File: src/rtl/pio_debounced_pkg.sv
// Shared constants for the debounced edge-capturing input PIO.
// Register word addresses and bus widths.
package pio_debounced_pkg;

    localparam int unsigned ADDR_W = 3;
    localparam int unsigned DATA_W = 32;

    localparam logic [ADDR_W-1:0] ADDR_DATA    = 3'd0;
    localparam logic [ADDR_W-1:0] ADDR_RAW     = 3'd1;
    localparam logic [ADDR_W-1:0] ADDR_IRQMASK = 3'd2;
    localparam logic [ADDR_W-1:0] ADDR_CAPTURE = 3'd3;
    localparam logic [ADDR_W-1:0] ADDR_RISE_EN = 3'd4;
    localparam logic [ADDR_W-1:0] ADDR_FALL_EN = 3'd5;

endpackage

File: src/rtl/pio_debounced_edge_irq_if.sv
// Avalon-MM slave bus bundle for the debounced input PIO.
// The master drives address/strobes/writedata; the slave returns registered readdata.
interface pio_debounced_edge_irq_if;
    import pio_debounced_pkg::*;

    logic [ADDR_W-1:0] address;
    logic              chipselect;
    logic              write_n;
    logic [DATA_W-1:0] writedata;
    logic [DATA_W-1:0] readdata;

    modport master (
        output address,
        output chipselect,
        output write_n,
        output writedata,
        input  readdata
    );

    modport slave (
        input  address,
        input  chipselect,
        input  write_n,
        input  writedata,
        output readdata
    );

endinterface

File: src/rtl/pio_debounce_bit.sv
// One input bit: synchroniser chain, stability counter and debounced flop.
// changed_o pulses on the cycle before deb_o takes the new raw value.
module pio_debounce_bit #(
    parameter int unsigned SYNC_STAGES  = 2,
    parameter int unsigned DEBOUNCE_CYC = 16,
    parameter bit          RESET_VAL    = 1'b0
) (
    input  logic clk_i,
    input  logic rst_ni,
    input  logic in_i,
    output logic raw_o,
    output logic deb_o,
    output logic changed_o
);

    localparam int unsigned CntW = $clog2(DEBOUNCE_CYC + 1);
    localparam logic [CntW-1:0] CntLast = CntW'(DEBOUNCE_CYC - 1);

    logic [SYNC_STAGES-1:0] sync_q, sync_d;
    logic [CntW-1:0]        cnt_q, cnt_d;
    logic                   deb_q, deb_d;
    logic                   raw;

    assign raw = sync_q[SYNC_STAGES-1];

    always_comb begin
        sync_d    = {sync_q[SYNC_STAGES-2:0], in_i};
        cnt_d     = cnt_q;
        deb_d     = deb_q;
        changed_o = 1'b0;
        if (raw == deb_q) begin
            cnt_d = '0;
        end else if (cnt_q == CntLast) begin
            deb_d     = raw;
            cnt_d     = '0;
            changed_o = 1'b1;
        end else begin
            cnt_d = cnt_q + 1'b1;
        end
    end

    always_ff @(posedge clk_i or negedge rst_ni) begin
        if (!rst_ni) begin
            sync_q <= '0;
            cnt_q  <= '0;
            deb_q  <= RESET_VAL;
        end else begin
            sync_q <= sync_d;
            cnt_q  <= cnt_d;
            deb_q  <= deb_d;
        end
    end

    assign raw_o = raw;
    assign deb_o = deb_q;

endmodule

File: src/rtl/pio_debounced_edge_irq.sv
// Avalon-MM input PIO: per-bit debounce, enabled rise/fall edge capture (W1C)
// and a masked level interrupt.
module pio_debounced_edge_irq
    import pio_debounced_pkg::*;
#(
    parameter int unsigned      WIDTH        = 4,
    parameter int unsigned      SYNC_STAGES  = 2,
    parameter int unsigned      DEBOUNCE_CYC = 16,
    parameter logic [WIDTH-1:0] RESET_LEVEL  = '0
) (
    input  logic                     clk,
    input  logic                     reset_n,
    pio_debounced_edge_irq_if.slave  bus,
    input  logic [WIDTH-1:0]         in_port,
    output logic                     irq
);

    logic [WIDTH-1:0] raw, deb, changed, rise, fall;
    logic [WIDTH-1:0] irq_mask_q, irq_mask_d;
    logic [WIDTH-1:0] capture_q, capture_d;
    logic [WIDTH-1:0] rise_en_q, rise_en_d;
    logic [WIDTH-1:0] fall_en_q, fall_en_d;
    logic [DATA_W-1:0] readdata_q, readdata_d;
    logic [WIDTH-1:0] wdata;
    logic             wr;
    logic             unused_wdata;

    for (genvar i = 0; i < WIDTH; i++) begin : g_bit
        pio_debounce_bit #(
            .SYNC_STAGES  (SYNC_STAGES),
            .DEBOUNCE_CYC (DEBOUNCE_CYC),
            .RESET_VAL    (RESET_LEVEL[i])
        ) u_deb (
            .clk_i     (clk),
            .rst_ni    (reset_n),
            .in_i      (in_port[i]),
            .raw_o     (raw[i]),
            .deb_o     (deb[i]),
            .changed_o (changed[i])
        );
    end

    assign wr           = bus.chipselect & ~bus.write_n;
    assign wdata        = bus.writedata[WIDTH-1:0];
    assign unused_wdata = ^bus.writedata;

    // A change always inverts deb, so the current level tells the edge direction.
    assign rise = changed & ~deb & rise_en_q;
    assign fall = changed & deb & fall_en_q;

    always_comb begin
        irq_mask_d = irq_mask_q;
        rise_en_d  = rise_en_q;
        fall_en_d  = fall_en_q;
        capture_d  = capture_q;
        if (wr) begin
            case (bus.address)
                ADDR_IRQMASK: irq_mask_d = wdata;
                ADDR_CAPTURE: capture_d  = capture_q & ~wdata;
                ADDR_RISE_EN: rise_en_d  = wdata;
                ADDR_FALL_EN: fall_en_d  = wdata;
                default: ;
            endcase
        end
        // New edges are ORed in after the clear so a coincident event survives.
        capture_d = capture_d | rise | fall;
    end

    always_comb begin
        readdata_d = '0;
        case (bus.address)
            ADDR_DATA:    readdata_d = DATA_W'(deb);
            ADDR_RAW:     readdata_d = DATA_W'(raw);
            ADDR_IRQMASK: readdata_d = DATA_W'(irq_mask_q);
            ADDR_CAPTURE: readdata_d = DATA_W'(capture_q);
            ADDR_RISE_EN: readdata_d = DATA_W'(rise_en_q);
            ADDR_FALL_EN: readdata_d = DATA_W'(fall_en_q);
            default:      readdata_d = '0;
        endcase
    end

    always_ff @(posedge clk or negedge reset_n) begin
        if (!reset_n) begin
            irq_mask_q <= '0;
            capture_q  <= '0;
            rise_en_q  <= '1;
            fall_en_q  <= '0;
            readdata_q <= '0;
        end else begin
            irq_mask_q <= irq_mask_d;
            capture_q  <= capture_d;
            rise_en_q  <= rise_en_d;
            fall_en_q  <= fall_en_d;
            readdata_q <= readdata_d;
        end
    end

    assign bus.readdata = readdata_q;
    assign irq          = |(capture_q & irq_mask_q);

endmodule

File: src/flat_wrapper.sv
// flat-port wrapper written by rule: the top's interface ports become plain ports
module pio_debounced_edge_irq_flat import pio_debounced_pkg::*;
#(
    parameter int unsigned      WIDTH        = 4,
    parameter int unsigned      SYNC_STAGES  = 2,
    parameter int unsigned      DEBOUNCE_CYC = 16,
    parameter logic [WIDTH-1:0] RESET_LEVEL  = '0
)
  (clk, reset_n, in_port, irq, bus_address, bus_chipselect, bus_write_n, bus_writedata, bus_readdata);
  pio_debounced_edge_irq_if bus_i ();
  input  logic clk;
  input  logic reset_n;
  input  logic [WIDTH-1:0] in_port;
  output logic irq;
  input wire logic [$bits(bus_i.address)-1:0] bus_address;
  input wire logic [$bits(bus_i.chipselect)-1:0] bus_chipselect;
  input wire logic [$bits(bus_i.write_n)-1:0] bus_write_n;
  input wire logic [$bits(bus_i.writedata)-1:0] bus_writedata;
  output wire logic [$bits(bus_i.readdata)-1:0] bus_readdata;
  assign bus_i.address = bus_address;
  assign bus_i.chipselect = bus_chipselect;
  assign bus_i.write_n = bus_write_n;
  assign bus_i.writedata = bus_writedata;
  assign bus_readdata = bus_i.readdata;
  pio_debounced_edge_irq #(.WIDTH(WIDTH), .SYNC_STAGES(SYNC_STAGES), .DEBOUNCE_CYC(DEBOUNCE_CYC), .RESET_LEVEL(RESET_LEVEL)) u_core (.clk(clk), .reset_n(reset_n), .bus(bus_i), .in_port(in_port), .irq(irq));
endmodule
File: config.mk
export PLATFORM = sky130hd
export DESIGN_NAME = pio_debounced_edge_irq_flat
export DESIGN_NICKNAME = d
export VERILOG_FILES = /design/src/rtl/pio_debounced_pkg.sv /design/src/rtl/pio_debounced_edge_irq_if.sv /design/src/rtl/pio_debounce_bit.sv /design/src/rtl/pio_debounced_edge_irq.sv /design/src/flat_wrapper.sv
export SDC_FILE = /design/constraint.sdc
export NUM_CORES = 1
export LEC_CHECK = 0
export BUFFER_PORTS_ARGS = -buffer_cell sky130_fd_sc_hd__buf_2
export CORE_MARGIN = 3
export CORE_UTILIZATION = 46
export CTS_CLUSTER_DIAMETER = 120
export CTS_CLUSTER_SIZE = 40
export DETAILED_ROUTE_END_ITERATION = 7
export GPL_TIMING_DRIVEN = 0
export HOLD_SLACK_MARGIN = 0.05
export PLACE_DENSITY = 0.74
export SLEW_MARGIN = 15
export SYNTH_ARGS = -nofsm -noshare
export SYNTH_HDL_FRONTEND = slang
export SYNTH_SLANG_ARGS = --single-unit
File: constraint.sdc
create_clock -name clk -period 1.7 [get_ports clk]
set_input_delay 0.34 -clock clk [delete_from_list [all_inputs] [get_ports clk]]
set_output_delay 0.34 -clock clk [all_outputs]
set_load 0.1 [all_outputs]
---- Word level (Yosys, flattened, before mapping) ----
Index checks and enable logic that the tools add are counted.
storage, ports and cells
  register bits after elaboration ......... 52
  logic and storage cells ................. 78
cells by class
  add/sub/neg operators ................... 4
  equality and inequality tests ........... 13
  mux-type cells .......................... 19
  bitwise operators ....................... 16
  reductions and logical operators ........ 9
operator list
  operator             number
  $mux 5               8
  $and 4x4->4          6
  $pmux 4 s6           1
  $add 5x1->5 const B  4
  $eq 5x4->1 const B   4
  $reduce_and 2->1     7
  $mux 1               8
  $mux 4               2
  $not 4->4            2
  $or 4x4->4           2
  $eq 3x2->1 const B   2
  $eq 3x3->1 const B   2
  $not 1->1            5
  $eq 1x1->1           4
  $reduce_or 4->1      1
  $eq 3x1->1 const B   1
  $logic_not 3->1      1
  $and 1x1->1          1

---- Logic depth before layout (Yosys ltp) ----
  depth in word-level cells ............... 7
  depth in mapped cells ................... 4

---- By module ----
A second synthesis with hierarchy kept.
second synthesis, totals
  cell total of the unflattened synthesis .. 206
  area total of the unflattened synthesis .. 2527.4 um^2
modules (own cells, without submodules)
  module                  instances  cells each  area an instance (um^2)  sequential area each (um^2)
  pio_debounce_bit        4          25          322.8                    200.2
  pio_debounced_edge_irq  1          106         1236.2                   505.5

---- Worst setup path after synthesis ----
No wires, ideal clock.
  path kind ............................... register to output
  start ................................... reg u_core.irq_mask_q[0]
  end ..................................... out irq
  arrival time ............................ 1095 ps
  required time ........................... 1360 ps
  slack ................................... 265 ps
  stages on the path, launching flop included .. 3
  path buffers ............................ 0
  path through ............................ dfrtp_1 -> a22oi_1 -> nand2_1
on the way
  cells in the longest elaborated chain, start to end .. 2
ends and longest elaborated chain
  element                 line                          RTL
  from (decl)             pio_debounced_edge_irq.sv:19  logic [WIDTH-1:0] irq_mask_q, irq_mask_d;
  from (signal assigned)  pio_debounced_edge_irq.sv:90  irq_mask_q <= irq_mask_d;
  $and 4x4->4             pio_debounced_edge_irq.sv:99  assign irq = |(capture_q & irq_mask_q);
  $reduce_or 4->1         pio_debounced_edge_irq.sv:99
  to (decl)               flat_wrapper.sv:14            output logic irq;
Every way passes these cells.

---- Final worst setup path ----
  start ................................... reg u_core.capture_q[0]
  end ..................................... out irq
on the way
  cells in the longest elaborated chain, start to end .. 2
ends and longest elaborated chain
  element                 line                          RTL
  from (decl)             pio_debounced_edge_irq.sv:20  logic [WIDTH-1:0] capture_q, capture_d;
  from (signal assigned)  pio_debounced_edge_irq.sv:91  capture_q <= capture_d;
  $and 4x4->4             pio_debounced_edge_irq.sv:99
  $reduce_or 4->1         pio_debounced_edge_irq.sv:99
Every way passes these cells.

==> results.txt <==
The remaining design rule violation count came out at 0. The synthesized design contains 52 register bits. The die extent in x came out at 79.68 um. The tightest hold path in the finished design has a slack of 45.72 ps.

The total overflow left after global routing is 0. The leading cell type in the layout, fill and taps excluded is dfrtp_1. In the post-synthesis netlist, the biggest area contributors are dfrtp_1, buf_4, mux2_2, dfstp_2, xor2_1. The largest clock skew in the final design is 11.07 ps. Setup repair after global routing left no endpoint under its margin. The largest vdd supply drop came out at 0.6871 mV. In this run, distinct cell masters in the synthesized netlist total 33. The HPWL after detailed placement is about 2900 um. The static leakage is approximately 1.5 nW.

Of the available clock period, the critical path in the final layout requires 0.9726. The count of standard-cell rows came out at 26. The routed length on met3 is between 200 and 250 um. The die is 79.68 um tall. Clock-pin slew was measured on the worst setup and hold paths at roughly 90 ps. The finished layout cell area came out at 0.002919 mm2. The path class of the lowest-slack min-delay path is input port to asynchronous set/reset pin. The initial utilization of the core area, before any placement, comes to 0.4828. The number of failing setup endpoints in the final timing report came out at 0. The H-tree was split into 2 levels.

The worst endpoint data arrival time is around 1300 ps. The endpoint required time on the critical path is ~1400 ps. Input and output buffers added on the ports amount to 19.

The global-route usage over all layers came out at 0.1392. The library cells used most frequently in the layout, excluding fill and tap cells, are dfrtp_1, buf_4, conb_1. The share of cells above drive strength 1 is 0.3346.

The cell type contributing the most total cell area after synthesis is dfrtp_1. The run finished with clean final reports. The clock latency at the later pin of the worst-skew pair is slightly above 300 ps. The cell area after synthesis came out at around 0.0025 mm2. The number of nets in the final layout is approximately 300. The area growth from synthesis to layout is 16.88%.

Timing would allow up to 604.8 MHz. The utilization of the core after routing is 0.5643. The worst setup path is launched from a flop. The finished layout holds between 300 and 400 standard cells, fillers aside.

between 70 and 80 I/O pins were placed. The total CTS buffers came out at 5. The reported max-cap violation count is 0. The number of buffers on the longest clock path came out at 2. The number of global-route vias before repair is between 1500 and 2000. The worst slew slack as a fraction of its limit is 0.5840.

Of the post-synthesis cell area, the dominant cell type holds 0.4810. The diode insertion count for antenna repair came out at 0. The final weighted congestion in routability-driven placement is around 0.77. The worst-case setup slack after placement is around 120 ps. The total setup buffers inserted after CTS came out at 0.

Of all nets on the critical path, the largest fanout is 3. The total placed cells including tap cells came out at ~320. The highest layer touched by signal routing is met4. The overall power came out at 3.145 mW. The number of detailed-routing iterations run before antenna repair is 4. The wire length of the first global-routing pass is between 6000 and 7000 um. The post-route minimum period came out at 1653 ps. The clock net in this run drives a total of 52 sinks. The area of the die came out at around 0.0063 mm2.

The total placed instance area is between 0.002 and 0.003 mm2. The number of antenna violations at the first check in global routing is 0. The average via count per standard cell is ~4.7. Setup slack on the critical path of the routed design comes to between 40 and 50 ps. For this block, the initial DRC count from the detailed router was 91. The share of the Yosys chip area taken by registers is 0.5230. Once detail routing completed, the nets flagged for antenna violations numbered 0. The number of hold buffers added after cts came out at 0. The amount of wire on met2 after detailed routing is around 1900 um.

The final number of max-transition violations came to 0. The Yosys warning count came out at 0. The slew at the pin closest to its max-slew limit came out at 624.0 ps. The routed layout has 1553 vias. The final hold violation count is 0. The pin count of the biggest net entering global routing came out at 53. The setup TNS is 0 ps. Wires add up to around 4000 um.

The areal power density over the cells came out at 1077 mW/mm2. After detailed routing, the average wire length per cell comes to 12.04 um. The worst setup path is captured at an output port. The CTS tree is done. The critical path in this run is classified as flop to output port. The library cell used as clock root buffer is clkbuf_8. A synthesized cell averages between 10 and 15 um2. The met1 wire length is between 1500 and 2000 um. The number of standard cells after synthesis is between 200 and 250. The total area inside the core boundary comes to approximately 0.0052 mm2.
worst max-delay path, stage by stage, from the launching register on:
cell     delay [ps]
dfrtp_1         420
a22oi_1         250
nand2_1         140
buf_6           200
power breakdown:
group	internal [mW]	total, mW	switching, mW	leakage [nW]
registers	1.37	1.45	0.0812	0.663
logic	0.200	0.723	0.523	0.765
clock network	0.579	0.972	0.393	0.0642
state kept, by name, indices dropped and copies added, names as in the netlist:
signal / cells
u_core.rise_en_q: 4
u_core.bus.readdata: 4
u_core.g_bit.u_deb.sync_q: 8
u_core.g_bit.u_deb.deb_o: 4
u_core.irq_mask_q: 4
u_core.g_bit.u_deb.cnt_q: 20
u_core.capture_q: 4
u_core.fall_en_q: 4
timing repair:
action                                 CTS  global route
setup endpoints to repair                1             1
resized for setup                        1             1
endpoints found under the hold margin    0             0
logic make-up after synthesis:
family | Yosys count | share of synthesized area
AO/OA/AOI/OAI | 28 | 0.07315
adder cells (fa/ha/maj) | 4 | 0.02004
XOR/XNOR | 12 | 0.04208
multiplexers | 24 | 0.1142
flip-flops | 52 | 0.5230
buffers and inverters | 34 | 0.09970
other | 1 | 0.001502
AND/OR/NAND/NOR | 52 | 0.1263
per-layer routing:
| layer | vias to the layer above | global-route usage |
|---|---|---|
| met5 | - | 0 |
| li1 | 768 | - |
| met4 | 0 | 0.04639 |
| met1 | 746 | 0.1726 |
| met3 | 5 | 0.03499 |
| met2 | 34 | 0.2362 |
Yosys cell counts, drive strengths merged:
master	count
a21bo	3
a21oi	3
a221oi	2
a22o	1
a22oi	5
a31oi	1
and2	7
and3	4
and3b	1
and4bb	1
buf	30
clkbuf	1
conb	1
dfrtp	48
dfstp	4
ha	4
inv	3
mux2	23
mux4	1
nand2	5
nand3	9
nand3b	8
nor2	14
nor2b	1
nor3	1
nor3b	1
o21ai	12
o31ai	1
xor2	12
final cells by class:
class                   instances  area [um2]
clock inverters                 2       60.06
inverters                       3       11.26
plain buffers                  31       237.7
well taps                      70       87.58
multi-input cells             148        1044
repair buffers                 19       103.9
flip-flops and latches         52        1306
clock buffers                   5       68.82
fillers                       444        2253
final timing paths:
check	endpoint	cells after the start	slack, ps	start
max in group asynchronous	u_core.capture_q[3]	1	1240	reset_n
worst max register to register	u_core.g_bit[3].u_deb.deb_o	4	400	u_core.g_bit[3].u_deb.cnt_q[0]
worst min register to register	u_core.g_bit[0].u_deb.sync_q[1]	0	350	u_core.g_bit[0].u_deb.sync_q[0]
worst max-delay path	irq	3	50	u_core.capture_q[0]
min in group clk	u_core.g_bit[1].u_deb.sync_q[0]	1	130	in_port[1]
worst min-delay path	u_core.bus.readdata[2]	1	50	reset_n
(Power assumes the default switching activity.)
